<file path="src/rtl/fetch_decode_queue_pkg.sv">
// Shared fetch/decode pipeline types and constants used by the instruction
// queue and its pointer controller.
package fetch_decode_queue_pkg;

  localparam int FD_ADDRESS_WIDTH     = 64;
  localparam int FD_INSTRUCTION_WIDTH = 32;

  localparam logic [FD_INSTRUCTION_WIDTH-1:0] INSTR_NOP = 32'h00000013;
  localparam logic [FD_INSTRUCTION_WIDTH-1:0] HALT_WORD = '0;

  typedef struct packed {
    logic [FD_ADDRESS_WIDTH-1:0]     pcplus1;
    logic [FD_INSTRUCTION_WIDTH-1:0] instruction;
  } fd_entry_t;

endpackage

</file>
<file path="src/rtl/fetch_decode_queue_fifo_ptr_ctrl.sv">
// Read/write pointer and occupancy bookkeeping for the instruction queue.
// Flush overrides push and pop; push is refused when full or halted.
module fifo_ptr_ctrl #(
  parameter  int DEPTH = 4,
  localparam int PTR_W = $clog2(DEPTH),
  localparam int CNT_W = PTR_W + 1
) (
  input  logic             clk,
  input  logic             reset,
  input  logic             push_req,
  input  logic             pop_req,
  input  logic             flush,
  input  logic             halted,
  output logic             push,
  output logic             pop,
  output logic             fetch_enable,
  output logic             not_empty,
  output logic [PTR_W-1:0] wr_ptr,
  output logic [PTR_W-1:0] rd_ptr,
  output logic [CNT_W-1:0] count
);

  localparam logic [CNT_W-1:0] FULL_COUNT = CNT_W'(DEPTH);

  logic full;

  assign full         = (count == FULL_COUNT);
  assign not_empty    = (count != '0);
  assign fetch_enable = !full && !halted;
  assign push         = push_req && fetch_enable && !flush;
  assign pop          = pop_req && not_empty && !flush;

  // Pointers are exactly log2(DEPTH) bits, so increments wrap on their own.
  always_ff @(posedge clk or posedge reset) begin
    if (reset) begin
      wr_ptr <= '0;
      rd_ptr <= '0;
      count  <= '0;
    end else if (flush) begin
      wr_ptr <= '0;
      rd_ptr <= '0;
      count  <= '0;
    end else begin
      if (push) wr_ptr <= wr_ptr + 1'b1;
      if (pop)  rd_ptr <= rd_ptr + 1'b1;
      if (push && !pop)      count <= count + 1'b1;
      else if (pop && !push) count <= count - 1'b1;
    end
  end

endmodule

</file>
<file path="src/rtl/fetch_decode_queue.sv">
// Instruction queue between fetch and decode: circular buffer of
// {pcplus1, instruction} with first-word fall-through, flush and halt latch.
module fetch_decode_queue
  import fetch_decode_queue_pkg::*;
#(
  parameter int DEPTH             = 4,
  parameter int ADDRESS_WIDTH     = 64,
  parameter int INSTRUCTION_WIDTH = 32
) (
  input  logic                         clk,
  input  logic                         reset,
  input  logic                         in_valid,
  input  logic [INSTRUCTION_WIDTH-1:0] in_instruction_bits,
  input  logic [ADDRESS_WIDTH-1:0]     in_pcplus1,
  input  logic                         in_flush,
  output logic                         out_fetch_enable,
  input  logic                         in_decode_ready,
  output logic                         out_valid,
  output logic [INSTRUCTION_WIDTH-1:0] out_instruction_bits,
  output logic [ADDRESS_WIDTH-1:0]     out_pc,
  output logic [ADDRESS_WIDTH-1:0]     out_pcplus1,
  output logic [$clog2(DEPTH):0]       out_count,
  output logic                         out_halted
);

  localparam int PTR_W = $clog2(DEPTH);

  if (DEPTH < 2 || (DEPTH & (DEPTH - 1)) != 0) begin : g_bad_depth
    $error("fetch_decode_queue: DEPTH must be a power of two and at least 2");
  end
  if (ADDRESS_WIDTH != FD_ADDRESS_WIDTH ||
      INSTRUCTION_WIDTH != FD_INSTRUCTION_WIDTH) begin : g_bad_width
    $error("fetch_decode_queue: widths must match fd_entry_t");
  end

  fd_entry_t        mem [DEPTH];
  fd_entry_t        head;
  logic             push;
  logic             pop;
  logic             halted;
  logic             not_empty;
  logic [PTR_W-1:0] wr_ptr;
  logic [PTR_W-1:0] rd_ptr;

  fifo_ptr_ctrl #(.DEPTH(DEPTH)) u_ptr_ctrl (
    .clk          (clk),
    .reset        (reset),
    .push_req     (in_valid),
    .pop_req      (in_decode_ready),
    .flush        (in_flush),
    .halted       (halted),
    .push         (push),
    .pop          (pop),
    .fetch_enable (out_fetch_enable),
    .not_empty    (not_empty),
    .wr_ptr       (wr_ptr),
    .rd_ptr       (rd_ptr),
    .count        (out_count)
  );

  // NOTE: the data array has no reset; occupancy alone decides validity,
  // and stale contents are masked off the head outputs below.
  always_ff @(posedge clk) begin
    if (push) mem[wr_ptr] <= '{pcplus1: in_pcplus1, instruction: in_instruction_bits};
  end

  // A zero word still enqueues; it only stops further fetches.
  always_ff @(posedge clk or posedge reset) begin
    if (reset)                                                            halted <= 1'b0;
    else if (in_flush)                                                    halted <= 1'b0;
    else if (push && in_instruction_bits == INSTRUCTION_WIDTH'(HALT_WORD)) halted <= 1'b1;
  end

  assign head                 = mem[rd_ptr];
  assign out_valid            = not_empty;
  assign out_halted           = halted;
  assign out_instruction_bits = not_empty ? head.instruction : '0;
  assign out_pcplus1          = not_empty ? head.pcplus1 : '0;
  assign out_pc               = not_empty ? head.pcplus1 - ADDRESS_WIDTH'(4) : '0;

endmodule

</file>
<file path="config.mk">
export PLATFORM = sky130hd
export DESIGN_NAME = fetch_decode_queue
export DESIGN_NICKNAME = d
export VERILOG_FILES = /design/src/rtl/fetch_decode_queue_pkg.sv /design/src/rtl/fetch_decode_queue_fifo_ptr_ctrl.sv /design/src/rtl/fetch_decode_queue.sv
export SDC_FILE = /design/constraint.sdc
export NUM_CORES = 1
export LEC_CHECK = 0
export BUFFER_PORTS_ARGS = -buffer_cell sky130_fd_sc_hd__buf_2
export CORE_ASPECT_RATIO = 0.7
export CORE_MARGIN = 1
export CORE_UTILIZATION = 53
export CTS_BUF_LIST = sky130_fd_sc_hd__clkbuf_4 sky130_fd_sc_hd__clkbuf_8
export DETAILED_ROUTE_END_ITERATION = 8
export GPL_ROUTABILITY_DRIVEN = 0
export PLACE_DENSITY = 0.75
export SLEW_MARGIN = 10
export SYNTH_ARGS = -nofsm -noshare
export SYNTH_HDL_FRONTEND = slang
export SYNTH_SLANG_ARGS = --single-unit
</file>
<file path="constraint.sdc">
create_clock -name clk -period 4.1 [get_ports clk]
set_input_delay 0.41 -clock clk [delete_from_list [all_inputs] [get_ports clk]]
set_output_delay 0.41 -clock clk [all_outputs]
set_load 0.03 [all_outputs]
</file>
After elaboration in Yosys (flattened, before gate mapping)
Memories as Yosys holds them, arrays and structs flattened. Cells that the tools add are included.

Memories kept: 1. Register bits after elaboration: 8. Word-level logic and storage cells: 44. Bits in writable memories: 384.

Memories: mem (depth 4, width 96, read ports 1, clocked after memory_dff 0, wr ports 1, line fetch_decode_queue.sv:36) `fd_entry_t mem [DEPTH];`.

Equality and inequality tests: 1. Add/sub/neg operators: 5. Muxes and demuxes: 14. Reduce and logical (&&, ||, !) cells: 19.

Operator list (count): two-way mux 64 bit (2); subtractor 64 x 3 -> 64 bit, second input constant (1); logical NOT 32 bit (1); two-way mux 32 bit (1); two-way mux 3 bit (3); logical AND 1 bit (8); two-way mux 2 bit (4); nonzero test 2 bit (3); nonzero test 3 bit (2); logical NOT 1 bit (5); adder 2 x 1 -> 2 bit, second input constant (2); two-way mux 1 bit (4); adder 3 x 1 -> 3 bit, second input constant (1); equality test 3 bit, second input constant (1); subtractor 3 x 1 -> 3 bit, second input constant (1).

Longest topological paths before layout
Depth in word-level cells: 10. Gate-level depth with buffers: 14. Depth with buffers taken out: 9.

Cells and area by module
From an unflattened synthesis, not the netlist that was laid out.

Cells, all modules: 936. Area, all modules: 16802.4 µm².

Modules (own cells, without submodules): fetch_decode_queue (cells each 892, times used 1, area each 16369.4 µm², sequential area each 11556.1 µm²); fifo_ptr_ctrl (cells each 44, times used 1, area each 432.9 µm², sequential area each 175.2 µm²).

Least setup slack after synthesis
Ideal clock, no wire load.

Path type: register to output. From: register u_ptr_ctrl.rd_ptr[1]. To: output port out_pc[50]. Data arrival time: 3.971 ns. Required time: 3.690 ns. Buffers on the path: 4. Cell stages (with the launch flop): 14. Path slack: -0.281 ns. Path through: dfrtp_1 clkbuf_1 buf_2 buf_2 buf_1 mux4_2 inv_1 ha_1 inv_1 nor4_1 nand2_1 or4_1 or3_1 a21oi_1.

Cells in the longest elaborated chain, start to end: 3.

Ends and longest elaborated chain: start: declaration (line fetch_decode_queue_fifo_ptr_ctrl.sv:19) `output logic [PTR_W-1:0] rd_ptr,`; start signal: assignment (line fetch_decode_queue_fifo_ptr_ctrl.sv:45) `if (pop) rd_ptr <= rd_ptr + 1'b1;`; memory read (4 x 96 bit); subtractor 64 x 3 -> 64 bit (line fetch_decode_queue.sv:79) `assign out_pc = not_empty ? head.pcplus1 - ADDRESS_WIDTH'(4) : '0;`; two-way mux 64 bit (line fetch_decode_queue.sv:79); end: declaration (line fetch_decode_queue.sv:20) `output logic [ADDRESS_WIDTH-1:0] out_pc,`.

No other way between the ends.

Worst setup path after layout
From: register u_ptr_ctrl.rd_ptr[0]. To: output port out_pc[44].

Same word-level chain as after synthesis.

==> metrics.md <==
| Metric | Value |
|---|---|
| Cells after Synth | 939 |
| Hold Slack | ~0.022 ns |
| Max VDD drop | between 600 and 700 µV |
| Final Hold Vio Count | 0 |
| Synth top area share | 0.689 |
| Port buffer count | ~270 |
| Largest net degree at the start of global routing | 67 |
| Final ANT Viol Nets | 0 |
| Gr ovfl total | 0 |
| Die ar. | between 30,000 and 40,000 µm² |
| Layout cells sized above 1 | 0.487 |
| Startpoint types | flop |
| Die Y | between 150 and 200 µm |
| Inserted Clock Buffers | 57 |
| Final worst slack | -0.439 ns |
| EDFF count, synth | 384 |
| Finish-stage setup viols | 35 |
| Status | finished with violations |
| CTS tree | built |
| Initial Utilization | 0.538 |
| Fin nets | 1,498 |
| H-Tree Depth | 2 |
| Final core occ | 0.705 |
| Routed vias/inst | approximately 5.8 |
| Async S/R FF share, synth | 0.0204 |
| Drt drc | 0 |
| Num ports | between 200 and 300 |
| Clk_lat worst skew | between 0.6 and 0.7 ns |
| Pleak | 7.95 nW |
| WL final | 44.6 mm |
| Root Driver | clkbuf_8 |
| Core area | 31,100 µm² |
| Syn Nets | 1,046 |
| Setup Skew | between 0.02 and 0.025 ns |
| Overall power | between 0.015 and 0.02 W |
| DP HPWL | 27.4 mm |
| WL per Instance | around 24 µm |
| Clock buffer depth | 3 |
| Worst slew pin tran | 0.984 ns |
| Synthesis-stage register bit count | slightly below 400 |
| Sequential fraction of the synthesis area | 0.701 |
| Clk slew on worst S/H paths | ~0.060 ns |
| Final Max Tran Viols | 0 |
| Failing checks | negative setup slack |
| Critical Path AT | around 4.1 ns |
| Vias in the first global route | approximately 10,000 |
| Site Rows | 54 |
| Number of fill cells | 1,976 |
| Main flop type after synthesis | edfxtp_1 |
| Ranking of synthesized cells by area | edfxtp_1 69%, mux4_2 12%, and2_1 3.6% |
| Rel. slew slack | 0.344 |
| First-pass GRT wire length | between 60 and 70 mm |
| Initial drt markers | roughly 1,100 |
| Max Cap Viol | 0 |
| Data required time of the worst path | roughly 3.7 ns |
| Global-route usage over all layers | 0.265 |
| RSZ-0062 raised after global routing | true |
| Crit-path max FO | 6 |
| CP endpoint kind | primary output |
| Clock sinks | between 300 and 400 |
| Mapped Avg Cell Area | roughly 18 µm² |
| Yosys Warn Count | 0 |
| Post-layout min period | between 4 and 5 ns |
| Yosys top cell by area | edfxtp_1 |
| Initial antenna violation count | 9 |
| First-pass iteration count of the detailed router | 7 |
| Worst Hold Class | input port to flop |
| Synthesized area | ~17,000 µm² |
| Critical setup path kind | flop to primary output |
| Period utilization | 1.11 |
| Area Growth Syn to Fin | 30.9% |
| Library cells used by synthesis | 50 |
| PD cells | ~730 nW/µm² |
| FMAX | around 220 MHz |
| Vias | around 11,000 |
| Die Span X | 214 µm |
[layout make-up]
class                      instances  area [µm²]  share of cell area
inverter                          13        51.3             0.00234
tap                              420         526              0.0240
antenna                            5        12.5            0.000571
sequential                       392       11700               0.536
clock buffer                      78         948              0.0433
timing repair buffer             445        3200               0.146
multi-input combinational        482        5260               0.240
clock inverter                    29         165             0.00754
[cell families after synthesis]
family          count (synthesis)  synth area share
xor+xnor                       35            0.0183
buf+inv                        65            0.0198
flops                         392             0.701
mux                           116             0.144
fa+ha+maj                       6           0.00494
simple gates                  289            0.0987
compound gates                 36            0.0129
[metrics by stage]
stage	cells	TNS, ns	cell area [µm²]	worst slack (ns)
2_1_floorplan	939	0	16800	0.0468
3_3_place_gp	1644	-0.153	18900	-0.153
3_5_place_dp	1644	-0.351	18900	-0.0711
4_1_cts	1838	-5.33	21400	-0.294
5_1_grt	1862	-12.23	21900	-0.509
6_report	1864	-8.17	21900	-0.439
[placed cells by master (no fill, tap or decap), types with 5 or more instances in the layout]
master         count
o21ai_0            5
clkbuf_4          20
nor2_1            71
buf_12            11
clkinv_1          17
and2_4             5
inv_1              9
mux4_2            96
nor3_2             5
nor4_1            12
nor3_4             8
a21oi_1            9
buf_6             36
buf_2            233
or4_4              7
dfrtp_1            6
and2_1            91
dlygate4sd3_1     40
mux2_4            14
nor3_1            10
nand4_1            5
nor4_4            13
xor2_1             8
clkbuf_8          58
diode_2            5
edfxtp_1         384
or3_1              7
xnor2_1           25
or3_4              7
nor4_2             8
clkinv_2           7
nand3_1            5
buf_4            119
nand2_1            9
[path summary, 6_finish.rpt]
kind                                               endpoint  depth (start not counted)  slack [ns]                        startpoint
max                                              out_pc[44]                         14       -0.44  u_ptr_ctrl.rd_ptr[0]$_DFFE_PP0P_
min in group asynchronous   u_ptr_ctrl.count[2]$_DFFE_PP0P_                          3        0.29                             reset
max reg2reg                            mem[2][10]$_DFFE_PP_                          5        1.34   u_ptr_ctrl.count[1]$_DFFE_PP0P_
min reg2reg                          out_halted$_DFFE_PP0P_                          2        0.60            out_halted$_DFFE_PP0P_
min                                    mem[0][57]$_DFFE_PP_                          1        0.02                    in_pcplus1[25]
max in group asynchronous  u_ptr_ctrl.rd_ptr[1]$_DFFE_PP0P_                          3        3.54                             reset
[routing by layer]
metal | up-vias | GRT usage | share of wire
li1 | 4637 | - | -
met1 | 5489 | 0.392 | 0.42
met2 | 640 | 0.396 | 0.47
met3 | 81 | 0.0628 | 0.095
met4 | 10 | 0.0761 | 0.019
met5 | - | 0 | 0.0013
[Yosys cell counts, types with 3 or more instances]
cell and number:
dfrtp_1 8, nor3_1 21, nand2_1 11, mux2_1 8
buf_4 3, and2_1 96, xnor2_1 27, buf_12 3
or4_1 6, mux4_1 6, nand3b_1 3, or4_4 3
nand3_1 7, nand4_1 5, a21oi_1 16, xor2_1 8
clkbuf_1 32, buf_1 7, nor4b_1 3, edfxtp_1 384
ha_1 5, mux2_2 10, mux4_2 90, or3_1 14
inv_1 13, nor4_1 30, buf_6 3, buf_2 4
nor2_1 73, or2_2 4, o21ai_0 8
[worst max-delay path: stages (launching register included)]
cell	delay, ns
dfrtp_4	0.52
buf_12	0.15
buf_16	0.14
buf_6	0.11
mux4_2	0.46
inv_2	0.12
ha_4	0.15
inv_4	0.04
nor4_4	0.28
nand2_2	0.18
buf_6	0.17
or4_4	0.49
or3_4	0.36
a21oi_4	0.19
buf_6	0.16
[where the power goes]
part	switching, W	leakage, nW	total [W]	internal, W
registers	0.000101	3.59	0.00480	0.00470
logic	0.00506	3.78	0.00803	0.00297
clock network	0.00149	0.592	0.00307	0.00157
total	0.00665	7.95	0.0159	0.00924
[flip-flops by register name, summed over array words and instances (netlist names)]
signal,count
u_ptr_ctrl.count,3
mem,384
out_halted,1
u_ptr_ctrl.rd_ptr,2
u_ptr_ctrl.wr_ptr,2
[timing repair]
| action | CTS | global route |
|---|---|---|
| hold buffers | 40 | 0 |
| gates resized for setup | 141 | 72 |
| setup endpoints to repair | 52 | 46 |
| gates cloned | 2 | 0 |
| hold endpoints to repair | 136 | 0 |
| pin swaps | 24 | 22 |
| setup buffers | 46 | 21 |
Note: power is estimated with default switching activity, not from simulation.
